File: src/rtl/dmem_arbiter.sv
// Two-requester data-memory arbiter: round-robin with bounded lock, combinational
// memory drive, and a registered one-cycle response per accepted access.
module dmem_arbiter #(
    parameter int DATA_WIDTH = 32,
    parameter int MAX_LOCK   = 4
) (
    input  logic                  clk,
    input  logic                  rst,
    input  logic                  m0_req,
    input  logic                  m0_we,
    input  logic [DATA_WIDTH-1:0] m0_addr,
    input  logic [2:0]            m0_ctrl,
    input  logic [DATA_WIDTH-1:0] m0_wdata,
    input  logic                  m0_lock,
    output logic                  m0_gnt,
    output logic                  m0_rvalid,
    output logic [DATA_WIDTH-1:0] m0_rdata,
    output logic                  m0_err,
    input  logic                  m1_req,
    input  logic                  m1_we,
    input  logic [DATA_WIDTH-1:0] m1_addr,
    input  logic [2:0]            m1_ctrl,
    input  logic [DATA_WIDTH-1:0] m1_wdata,
    input  logic                  m1_lock,
    output logic                  m1_gnt,
    output logic                  m1_rvalid,
    output logic [DATA_WIDTH-1:0] m1_rdata,
    output logic                  m1_err,
    output logic [DATA_WIDTH-1:0] mem_A,
    output logic                  mem_WE,
    output logic [2:0]            mem_AddressingControl,
    output logic [DATA_WIDTH-1:0] mem_WD,
    input  logic [DATA_WIDTH-1:0] mem_RD
);
    localparam int CNT_W = (MAX_LOCK > 0) ? $clog2(MAX_LOCK + 1) : 1;
    localparam logic [CNT_W-1:0] CNT_MAX = CNT_W'(MAX_LOCK);

    // Misaligned, reserved-size, or beyond the 128 KiB window.
    function automatic logic access_err(input logic [DATA_WIDTH-1:0] addr,
                                        input logic [2:0] ctrl);
        logic e;
        e = (ctrl[1:0] == 2'b11)
            || (ctrl[1:0] == 2'b01 && addr[0])
            || (ctrl[1:0] == 2'b10 && addr[1:0] != 2'b00)
            || ((addr >> 17) != '0);
        return e;
    endfunction

    logic             last_gnt;
    logic             lock_prev;
    logic [CNT_W-1:0] lock_cnt;
    logic [CNT_W-1:0] lock_cnt_d;
    logic             gnt_any;
    logic             gnt_sel;
    logic             lock_eff;
    logic             other_req;

    logic [DATA_WIDTH-1:0] sel_addr;
    logic [DATA_WIDTH-1:0] sel_wdata;
    logic [2:0]            sel_ctrl;
    logic                  sel_we;
    logic                  sel_lock;
    logic                  sel_err;
    logic [DATA_WIDTH-1:0] load_data;

    logic [1:0]            rvalid_p1;
    logic [1:0]            err_p1;
    logic [DATA_WIDTH-1:0] rdata0_p1;
    logic [DATA_WIDTH-1:0] rdata1_p1;

    always_comb begin
        gnt_any    = 1'b0;
        gnt_sel    = 1'b0;
        lock_cnt_d = '0;
        lock_eff   = lock_prev && (last_gnt ? m1_req : m0_req);
        other_req  = last_gnt ? m0_req : m1_req;
        if (!rst && (m0_req || m1_req)) begin
            gnt_any = 1'b1;
            if (lock_eff && (lock_cnt < CNT_MAX || !other_req)) begin
                gnt_sel    = last_gnt;
                lock_cnt_d = other_req ? lock_cnt + 1'b1 : lock_cnt;
            end else if (m0_req && m1_req) begin
                gnt_sel = ~last_gnt;
            end else begin
                gnt_sel = m1_req;
            end
        end
    end

    assign m0_gnt    = gnt_any && !gnt_sel;
    assign m1_gnt    = gnt_any && gnt_sel;
    assign sel_addr  = gnt_sel ? m1_addr  : m0_addr;
    assign sel_wdata = gnt_sel ? m1_wdata : m0_wdata;
    assign sel_ctrl  = gnt_sel ? m1_ctrl  : m0_ctrl;
    assign sel_we    = gnt_sel ? m1_we    : m0_we;
    assign sel_lock  = gnt_sel ? m1_lock  : m0_lock;
    assign sel_err   = access_err(sel_addr, sel_ctrl);

    assign mem_A                 = gnt_any ? sel_addr  : '0;
    assign mem_WD                = gnt_any ? sel_wdata : '0;
    assign mem_AddressingControl = gnt_any ? sel_ctrl  : 3'b000;
    assign mem_WE                = gnt_any && sel_we && !sel_err;
    assign load_data             = (sel_err || sel_we) ? '0 : mem_RD;

    always_ff @(posedge clk or posedge rst) begin
        if (rst) begin
            last_gnt  <= 1'b1;
            lock_prev <= 1'b0;
            lock_cnt  <= '0;
        end else begin
            if (gnt_any) last_gnt <= gnt_sel;
            lock_prev <= gnt_any && sel_lock;
            lock_cnt  <= lock_cnt_d;
        end
    end

    // ---- p1: response stage, one cycle after the grant ----
    always_ff @(posedge clk or posedge rst) begin
        if (rst) begin
            rvalid_p1 <= 2'b00;
            err_p1    <= 2'b00;
            rdata0_p1 <= '0;
            rdata1_p1 <= '0;
        end else begin
            rvalid_p1 <= {m1_gnt, m0_gnt};
            err_p1    <= {m1_gnt && sel_err, m0_gnt && sel_err};
            rdata0_p1 <= m0_gnt ? load_data : '0;
            rdata1_p1 <= m1_gnt ? load_data : '0;
        end
    end

    assign m0_rvalid = rvalid_p1[0];
    assign m1_rvalid = rvalid_p1[1];
    assign m0_err    = err_p1[0];
    assign m1_err    = err_p1[1];
    assign m0_rdata  = rdata0_p1;
    assign m1_rdata  = rdata1_p1;
endmodule

File: config.mk
export PLATFORM = sky130hd
export DESIGN_NAME = dmem_arbiter
export DESIGN_NICKNAME = d
export VERILOG_FILES = /design/src/rtl/dmem_arbiter.sv
export SDC_FILE = /design/constraint.sdc
export NUM_CORES = 1
export LEC_CHECK = 0
export CORE_AREA = 4 4 119 121
export DETAILED_ROUTE_END_ITERATION = 10
export DIE_AREA = 0 0 123 125
export PLACE_DENSITY_LB_ADDON = 0.12
export SKIP_CTS_REPAIR_TIMING = 1
export SKIP_LAST_GASP = 1
export SLEW_MARGIN = 20
export SYNTH_ARGS = -nofsm -noshare
export SYNTH_HDL_FRONTEND = slang
export SYNTH_SLANG_ARGS = --single-unit
File: constraint.sdc
create_clock -name clk -period 7.7 [get_ports clk]
set_clock_uncertainty 0.1 [all_clocks]
set_input_delay 1.925 -clock clk [delete_from_list [all_inputs] [get_ports clk]]
set_output_delay 1.925 -clock clk [all_outputs]
set_load 0.05 [all_outputs]
; After elaboration in Yosys (flattened, before gate mapping)
; Index checks and enable logic that the tools add are counted.
[op_classes]
n_reduce_logical = 25
eq_ne = 4
n_mux = 20
addsub = 1
order_cmp = 1
bitwise_logic = 1
[op_table]
columns = cell, count
row1 = $mux W32, 7
row2 = $reduce_bool A32 Y1, 1
row3 = $mux W3, 5
row4 = $logic_and A1 B1 Y1, 13
row5 = $mux W1, 8
row6 = $logic_or A1 B1 Y1, 6
row7 = $eq A2 B2 Y1 const B, 2
row8 = $logic_not A1 Y1, 4
row9 = $add A3 B1 Y3 const B, 1
row10 = $lt A3 B3 Y1 const B, 1
row11 = $ne A3 B3 Y1 const B, 1
row12 = $eq A2 B1 Y1 const B, 1
row13 = $reduce_bool A2 Y1, 1
row14 = $not A1 Y1, 1
[word_totals]
input_bits = 174
regBits = 73
output_inout_bits = 138
word_cells = 59

; Logic depth before layout (Yosys ltp)
; Gate-level depths: netlist of the first run.
[logic_depth]
depth_word = 15
depth_mapped = 7
ltp_nobuf = 5

; Worst setup path after synthesis of the first run
; No wires, ideal clock.
[synth_path]
kind = input -> output
start = input port rst
end = output port mem_A[24]
arrival_ps = 5792
n_path_buf = 1
path_stages = 6
required_time_ps = 5675
setup_slack_ps = -117
path_cell_list = inv_1 o2111ai_2 clkinv_1 clkbuf_1 nand2_1 a21oi_1
[synth_between]
elab_chain_cells = 5
word_cells_on_any_way = 6
classes_between = mux: 4 / reduce/logical: 2
[synth_lines]
columns = item, line_no
row1 = "start, declared", 8  ; input logic rst,
row2 = $logic_not A1 Y1 (no line) *, n/a
row3 = $logic_and A1 B1 Y1 *, 77  ; if (!rst && (m0_req || m1_req)) begin
row4 = $mux W1, 77
row5 = $mux W32, 92  ; assign sel_addr = gnt_sel ? m1_addr : m0_addr;
row6 = $mux W32 *, 99  ; assign mem_A = gnt_any ? sel_addr : '0;
row7 = "end, declared", 29  ; output logic [DATA_WIDTH-1:0] mem_A,
; Mark *: on every way between the ends. The rest lies on a longest branch, timed or not.

; Worst setup path in the final report of the first run
[layout_path]
start = input port m1_req
end = output port mem_WD[11]
[layout_between]
elab_chain_cells = 8
word_cells_on_any_way = 15
classes_between = mux: 8 / reduce/logical: 7
[layout_lines]
columns = item, line_no
row1 = "start, declared", 19  ; input logic m1_req,
row2 = $mux W1, 76  ; other_req = last_gnt ? m0_req : m1_req;
row3 = $logic_not A1 Y1, 79  ; if (lock_eff && (lock_cnt < CNT_MAX || !other_req)) begin
row4 = $logic_or A1 B1 Y1, 79
row5 = $logic_and A1 B1 Y1, 79
row6 = $mux W1, 79
row7 = $mux W1, 77
row8 = $mux W32, 93  ; assign sel_wdata = gnt_sel ? m1_wdata : m0_wdata;
row9 = $mux W32 *, 100  ; assign mem_WD = gnt_any ? sel_wdata : '0;
row10 = "end, declared", 32  ; output logic [DATA_WIDTH-1:0] mem_WD,
; Marks and branches as above.

==> results of run 1 <==
==> layout make-up <==
type | count | share of cell area [%]
Multi-Input combinational cell | 216 | 21.7
Sequential cell | 73 | 26.0
Inverter | 37 | 2.03
Clock inverter | 6 | 0.959
Tap cell | 176 | 3.13
Timing Repair Buffer | 318 | 43.0
Clock buffer | 9 | 3.20
==> metal layers <==
metal,global-route usage (%),vias up
li1,-,1915
met1,26.1,2012
met2,40.1,200
met3,5.96,13
met4,4.17,0
met5,0,-
==> cells in the mapped netlist <==
library cell	n
nor2b_2	1
a22o_1	51
and4_1	1
o22ai_1	1
mux2_2	1
dfstp_2	1
nand2_1	40
ha_1	1
nand4_1	2
nor2_1	5
nand3_1	1
clkinv_1	2
o21ai_0	1
nor4_1	6
or4b_2	1
a2bb2oi_1	1
and3_1	2
clkbuf_1	24
o22a_1	1
buf_1	3
nand4bb_1	1
o21a_1	2
buf_6	2
dfrtp_1	72
o21ai_1	1
mux2i_1	1
a2111oi_2	14
nor3_1	34
o2111ai_2	1
xnor2_1	1
a2111oi_0	18
a22oi_1	2
nor2b_1	3
inv_1	35
or3_1	1
buf_2	7
a21oi_1	21
==> state kept, by name, indices dropped and copies added (netlist names) <==
signal / count
m0_rdata: 32
m1_rdata: 32
lock_cnt: 3
err_p1: 2
rvalid_p1: 2
last_gnt: 1
lock_prev: 1
==> stage by stage <==
step                setup WS (ns)  hold slack, ns  cells  utilization [%]  area (µm²)
floorplan                   0.830           0.405    362                -        3640
global placement             1.06           0.444    820             51.6        6750
detailed placement          0.999           0.457    820             51.6        6750
CTS                         0.995           0.464    835             53.8        7040
global route                0.740           0.479    835             53.8        7040
finish                      0.957           0.468    835             53.8        7040
==> worst min-delay path: stages (launching register included) <==
cell     delay [ns]
dfstp_2        0.38
inv_1          0.11
a21oi_1        0.08
==> final timing paths <==
kind / to / slack (ns) / depth (start not counted)
worst min-delay path: last_gnt / 0.47 / 2
worst max register to register: m0_rdata[16] / 4.91 / 5
worst min register to register: last_gnt / 0.47 / 2
max in group asynchronous: m0_rdata[11] / 4.68 / 3
worst max-delay path: mem_WD[11] / 0.96 / 7
min in group asynchronous: lock_prev / 2.24 / 3
==> power by group <==
| part | switching (µW) | total [µW] | leakage (µW) | internal, µW |
|---|---|---|---|---|
| clock network | 159 | 409 | 0.000138 | 250 |
| logic | 212 | 359 | 0.00192 | 147 |
| registers | 1.53 | 389 | 0.00101 | 387 |
==> kinds of logic (layout without fill, tap and decap cells) <==
kind of cell	count (synthesis)	after routing	synth area share [%]
multiplexers	2	2	0.585
AND/OR/NAND/NOR	98	98	12.9
flip-flops	73	73	50.3
XOR/XNOR	1	1	0.241
buffers and inverters	73	370	8.19
adder cells (fa/ha/maj)	1	1	0.344
AO/OA/AOI/OAI	114	114	27.5
==> run summary, run 1 <==
status = finished clean
Core Area = 13100 µm²
total wire length = 17600 µm
worst vdd ir = 114 µV
critical path arrival = 4.72 ns
delay-heaviest family, CP = buffers and inverters
r2r startpoint = last_gnt
Fmax = 0.148 GHz
clk sinks = 73
Area growth syn-to-layout = 93.6%
DR WL met2 = 9390 µm
# rows = 42
number of max-slew violations in the final report = 0
most area-hungry cell type in the Yosys netlist = dfrtp_1
top-area cell type share of the netlist area = 49.5%
Ys Warns = 0
Clk Latency, worst-skew pair = 0.32 ns
Yosys cell types = 37
TNS Setup = 0 ns
HPWL Detailed = 13900 µm
Sequential cell area = 1830 µm²
Metal-1 WL = 6500 µm
register bit count reported by yosys = 73
hold wc startpoint = last_gnt
drt via density = 4.96
DRC viols = 0
Buf/Inv on CP = 5
CTS Buf Count = 9
ratio of cells with drive above 1 in the final layout = 17.3%
Die H = 125 µm
die area = 15400 µm²
die width = 123 µm
num ports = 312
Slew @ Worst Pin = 1.11 ns
Power Dens Cells = 164 nW/µm²
metal3 WL = 1480 µm
fillcell total = 1123
CTS tree = yes
grt ovf = 0
CP max stage delay = 0.89 ns
first-pass GRT wire length = 25800 µm
Worst-path clk slew = 0.06 ns
routed length per instance = 21.0 µm
crit path launch = m1_req
root buffer cell = clkbuf_16
most common cell after layout, fill and taps aside = clkdlybuf4s50_1
WP data required = 5.68 ns
crit path kind = in2out
Initial DRC Count = 335
nets = 830
Leak = 0.00307 µW
post-synthesis sequential area ratio = 50.3%
period utilisation layout = 87.6%
Hold Vio Cnt, Final = 0
syn nets = 537
Longest Clk Path Bufs = 2
startpoint class of the critical path = primary input
All-Layer GR Usage = 22.1%
PortBufs = 311
syn_area_per_cell = 10.0 µm²
Crit Path Max Fanout = 52
top layer reached by signal wires = met4
Synth Cell Area = 3640 µm²
number of global-route vias before repair = 4298
cell breakdown of the critical path = clkdlybuf4s50_1 -> inv_1 -> o21ai_4 -> clkinv_1 -> buf_4 -> a22o_1 -> buf_4
Final Critical Period = 6.74 ns
starting density of the core = 27.8%
routability congestion estimate from global placement = 0.903
hold crit path type = reg2reg
area of the multi-input gates = 1530 µm²
Max Cap Viol = 0
drt pass-1 iters = 5
n_diodes = 0
total vias in the final route = 4140
ranking of synthesized cells by area = dfrtp_1 50%, a22o_1 12%, a2111oi_2 5.8%, nor3_1 4.7%, a2111oi_0 4.3%
Critical Path End Type = output port
RSZ-0062 raised after global routing = no
final setup vio count = 0
relative slew slack = 25.5%
largest net degree at the start of global routing = 76
Crit-path slowest cell = o21ai_4
Detail Route Antenna Nets = 0
CTS H-tree lvls = 3
Syn Inst Count = 362
most frequent cells in the layout = 242 x clkdlybuf4s50_1, 73 x buf_4, 72 x dfrtp_1, 51 x a22o_1, 40 x nand2_1
total power = 1160 µW
initial antenna violation count = 0
Crit path top cell by count = buf_4
No activity file was read; power rests on OpenSTA's default activity.
==> run 2, diff against run 1 <==
==> constraint.sdc (replaced) <==
create_clock -name clk -period 7.5 [get_ports clk]
set_clock_uncertainty 0.1 [all_clocks]
set_input_delay 1.875 -clock clk [delete_from_list [all_inputs] [get_ports clk]]
set_output_delay 1.875 -clock clk [all_outputs]
set_load 0.05 [all_outputs]
==> run 2 against run 1 <==
  * First-iteration DRC count shrank 12%
  * Hold slack got worse by 0.016 ns
  * Sequential cell count did not move
  * Sequential power rose by 3%
  * Clock power grew 2%
  * Non-clock buffer count increased by 1
  * Highest routed layer is now met5
  * Via count down 0.85%
  * Final area about the same
  * Critical path type unchanged
  * Global-route usage shrank 0.96 points
  * Wire length down 4.7%
==> run summary, run 2 (synthesis gave the netlist of run 1 again) <==
routability congestion estimate from global placement = 1.02 (+13%)
crit path kind = in2out
Worst-path clk slew = 0.05 ns (about the same)
All-Layer GR Usage = 21.1% (-0.96 points)
startpoint class of the critical path = primary input
n_diodes = 0 (unchanged)
die width = 123 µm (unchanged)
GRT met2 Usage = 35.0% (-5.1 points)
Longest Clk Path Bufs = 2 (unchanged)
crit path launch = m1_req
Hold Vio Cnt, Final = 0 (unchanged)
Fmax = 0.160 GHz
num ports = 312 (unchanged)
cell breakdown of the critical path = clkdlybuf4s50_1 -> inv_1 -> o21ai_4 -> clkinv_1 -> buf_4 -> a22o_1 -> buf_4
Final Critical Period = 6.24 ns
Crit Path Max Fanout = 29 (-44%)
total power = 1190 µW (+2.5%)
nets = 831 (+0.12%)
PortBufs = 311 (unchanged)
first-pass GRT wire length = 24900 µm (-3.2%)
Buf/Inv on CP = 5 (unchanged)
starting density of the core = 27.8% (unchanged)
RSZ-0062 raised after global routing = no
Initial DRC Count = 296 (-12%)
Crit-path slowest cell = clkinv_1
DRC viols = 0 (unchanged)
most frequent cells in the layout = 241 x clkdlybuf4s50_1, 76 x buf_4, 72 x dfrtp_1, 51 x a22o_1, 40 x nand2_1
number of max-slew violations in the final report = 0 (unchanged)
Area growth syn-to-layout = 93.5% (about the same)
HPWL Detailed = 13200 µm (-5.3%)
Core Area = 13100 µm² (unchanged)
drt pass-1 iters = 4 (-1)
hold crit path type = reg2reg
Worst path depth = 7 (unchanged)
grt ovf = 0 (unchanged)
die area = 15400 µm² (unchanged)
worst vdd ir = 90.3 µV (-21%)
root buffer cell = clkbuf_16
R2R cell count = 5 (unchanged)
fillcell total = 1149 (+2.3%)
WP data required = 5.53 ns (-0.15 ns)
Critical Path End Type = output port
RR Endpoint = m0_rdata[10]
CTS H-tree lvls = 3 (unchanged)
ratio of cells with drive above 1 in the final layout = 17.5% (+0.25 points)
Slew @ Worst Pin = 0.926 ns (-0.187 ns)
Crit path top cell by count = buf_4
met3 Use GR = 6.05% (+0.090 points)
Leak = 0.00308 µW (+0.39%)
r2r startpoint = lock_prev
Detail Route Antenna Nets = 0 (unchanged)
Power Dens Cells = 168 nW/µm² (+2.6%)
register-to-register setup slack = 4.76 ns (-0.15 ns)
CTS Buf Count = 9 (unchanged)
routed length per instance = 20.0 µm (-4.9%)
drt via density = 4.90 (-1.1%)
largest net degree at the start of global routing = 76 (unchanged)
final setup vio count = 0 (unchanged)
clk sinks = 73 (unchanged)
CP max stage delay = 0.59 ns (-0.30 ns)
critical path arrival = 4.27 ns (-0.45 ns)
initial antenna violation count = 1 (+1)
met1 Usage GRT = 25.7% (-0.36 points)
Placed Cells = 821 (+0.12%)
CTS tree = yes
number of global-route vias before repair = 4306 (+0.19%)
Die H = 125 µm (unchanged)
most common cell after layout, fill and taps aside = clkdlybuf4s50_1
status = finished clean
Clk Latency, worst-skew pair = 0.32 ns (about the same)
Hold WS = 0.452 ns (-0.0162 ns)
busiest grt layer = met2
total vias in the final route = 4105 (-0.85%)
relative slew slack = 38.2% (+13 points)
total wire length = 16700 µm (-4.7%)
# rows = 42 (unchanged)
period utilisation layout = 83.2%
Max Cap Viol = 0 (unchanged)
final cell count without fillers = 837 (+0.24%)
TNS Setup = 0 ns (unchanged)
delay-heaviest family, CP = buffers and inverters
Worst setup endpoint = mem_A[3]
[run 2: worst min-delay path by stage]
stage	startpoint	to	slack (ns)	cells past startpoint
2_1_floorplan	last_gnt	last_gnt	0.40	2
3_3_place_gp	last_gnt	last_gnt	0.44	2
3_5_place_dp	last_gnt	last_gnt	0.44	2
4_1_cts	last_gnt	last_gnt	0.45	2
5_1_grt	last_gnt	last_gnt	0.47	2
6_report	last_gnt	last_gnt	0.45	2
[run 2: per-layer routing]
metal | vias to the layer above | share of wire (%)
met5 | - | 0.042
met4 | 2 | 3.9
met2 | 211 | 49
li1 | 1915 | -
met1 | 1937 | 39
met3 | 40 | 8.7
[run 2: area by class of cell]
| cell class | instances | area [µm²] | area share [%] |
|---|---|---|---|
| repair buffers | 319 | 3020 | 43.0 |
| flip-flops and latches | 73 | 1830 | 26.0 |
| multi-input cells | 216 | 1530 | 21.7 |
| clock buffers | 10 | 229 | 3.25 |
| well taps | 176 | 220 | 3.13 |
| inverters | 37 | 143 | 2.03 |
| clock inverters | 6 | 66.3 | 0.942 |
[run 2: tightest hold or removal path: cells and delay by family, from the launching register on]
kind            cells  cell delay, ns
flops               1            0.37
buf+inv             1            0.10
compound gates      1            0.07
[run 2: per-stage QoR]
| step | worst slack (ns) | utilization [%] | cell area [µm²] |
|---|---|---|---|
| floorplan | 0.730 | - | 3640 |
| global placement | 1.38 | 51.5 | 6740 |
| detailed placement | 1.27 | 51.5 | 6740 |
| CTS | 1.25 | 53.8 | 7040 |
| global route | 1.14 | 53.8 | 7040 |
| finish | 1.26 | 53.8 | 7040 |
[run 2: where the power goes]
part | total, µW | switching (µW) | internal (µW) | leakage [µW]
Clock | 419 | 160 | 259 | 0.000147
Combinational | 367 | 216 | 150 | 0.00192
Sequential | 399 | 1.65 | 397 | 0.00101
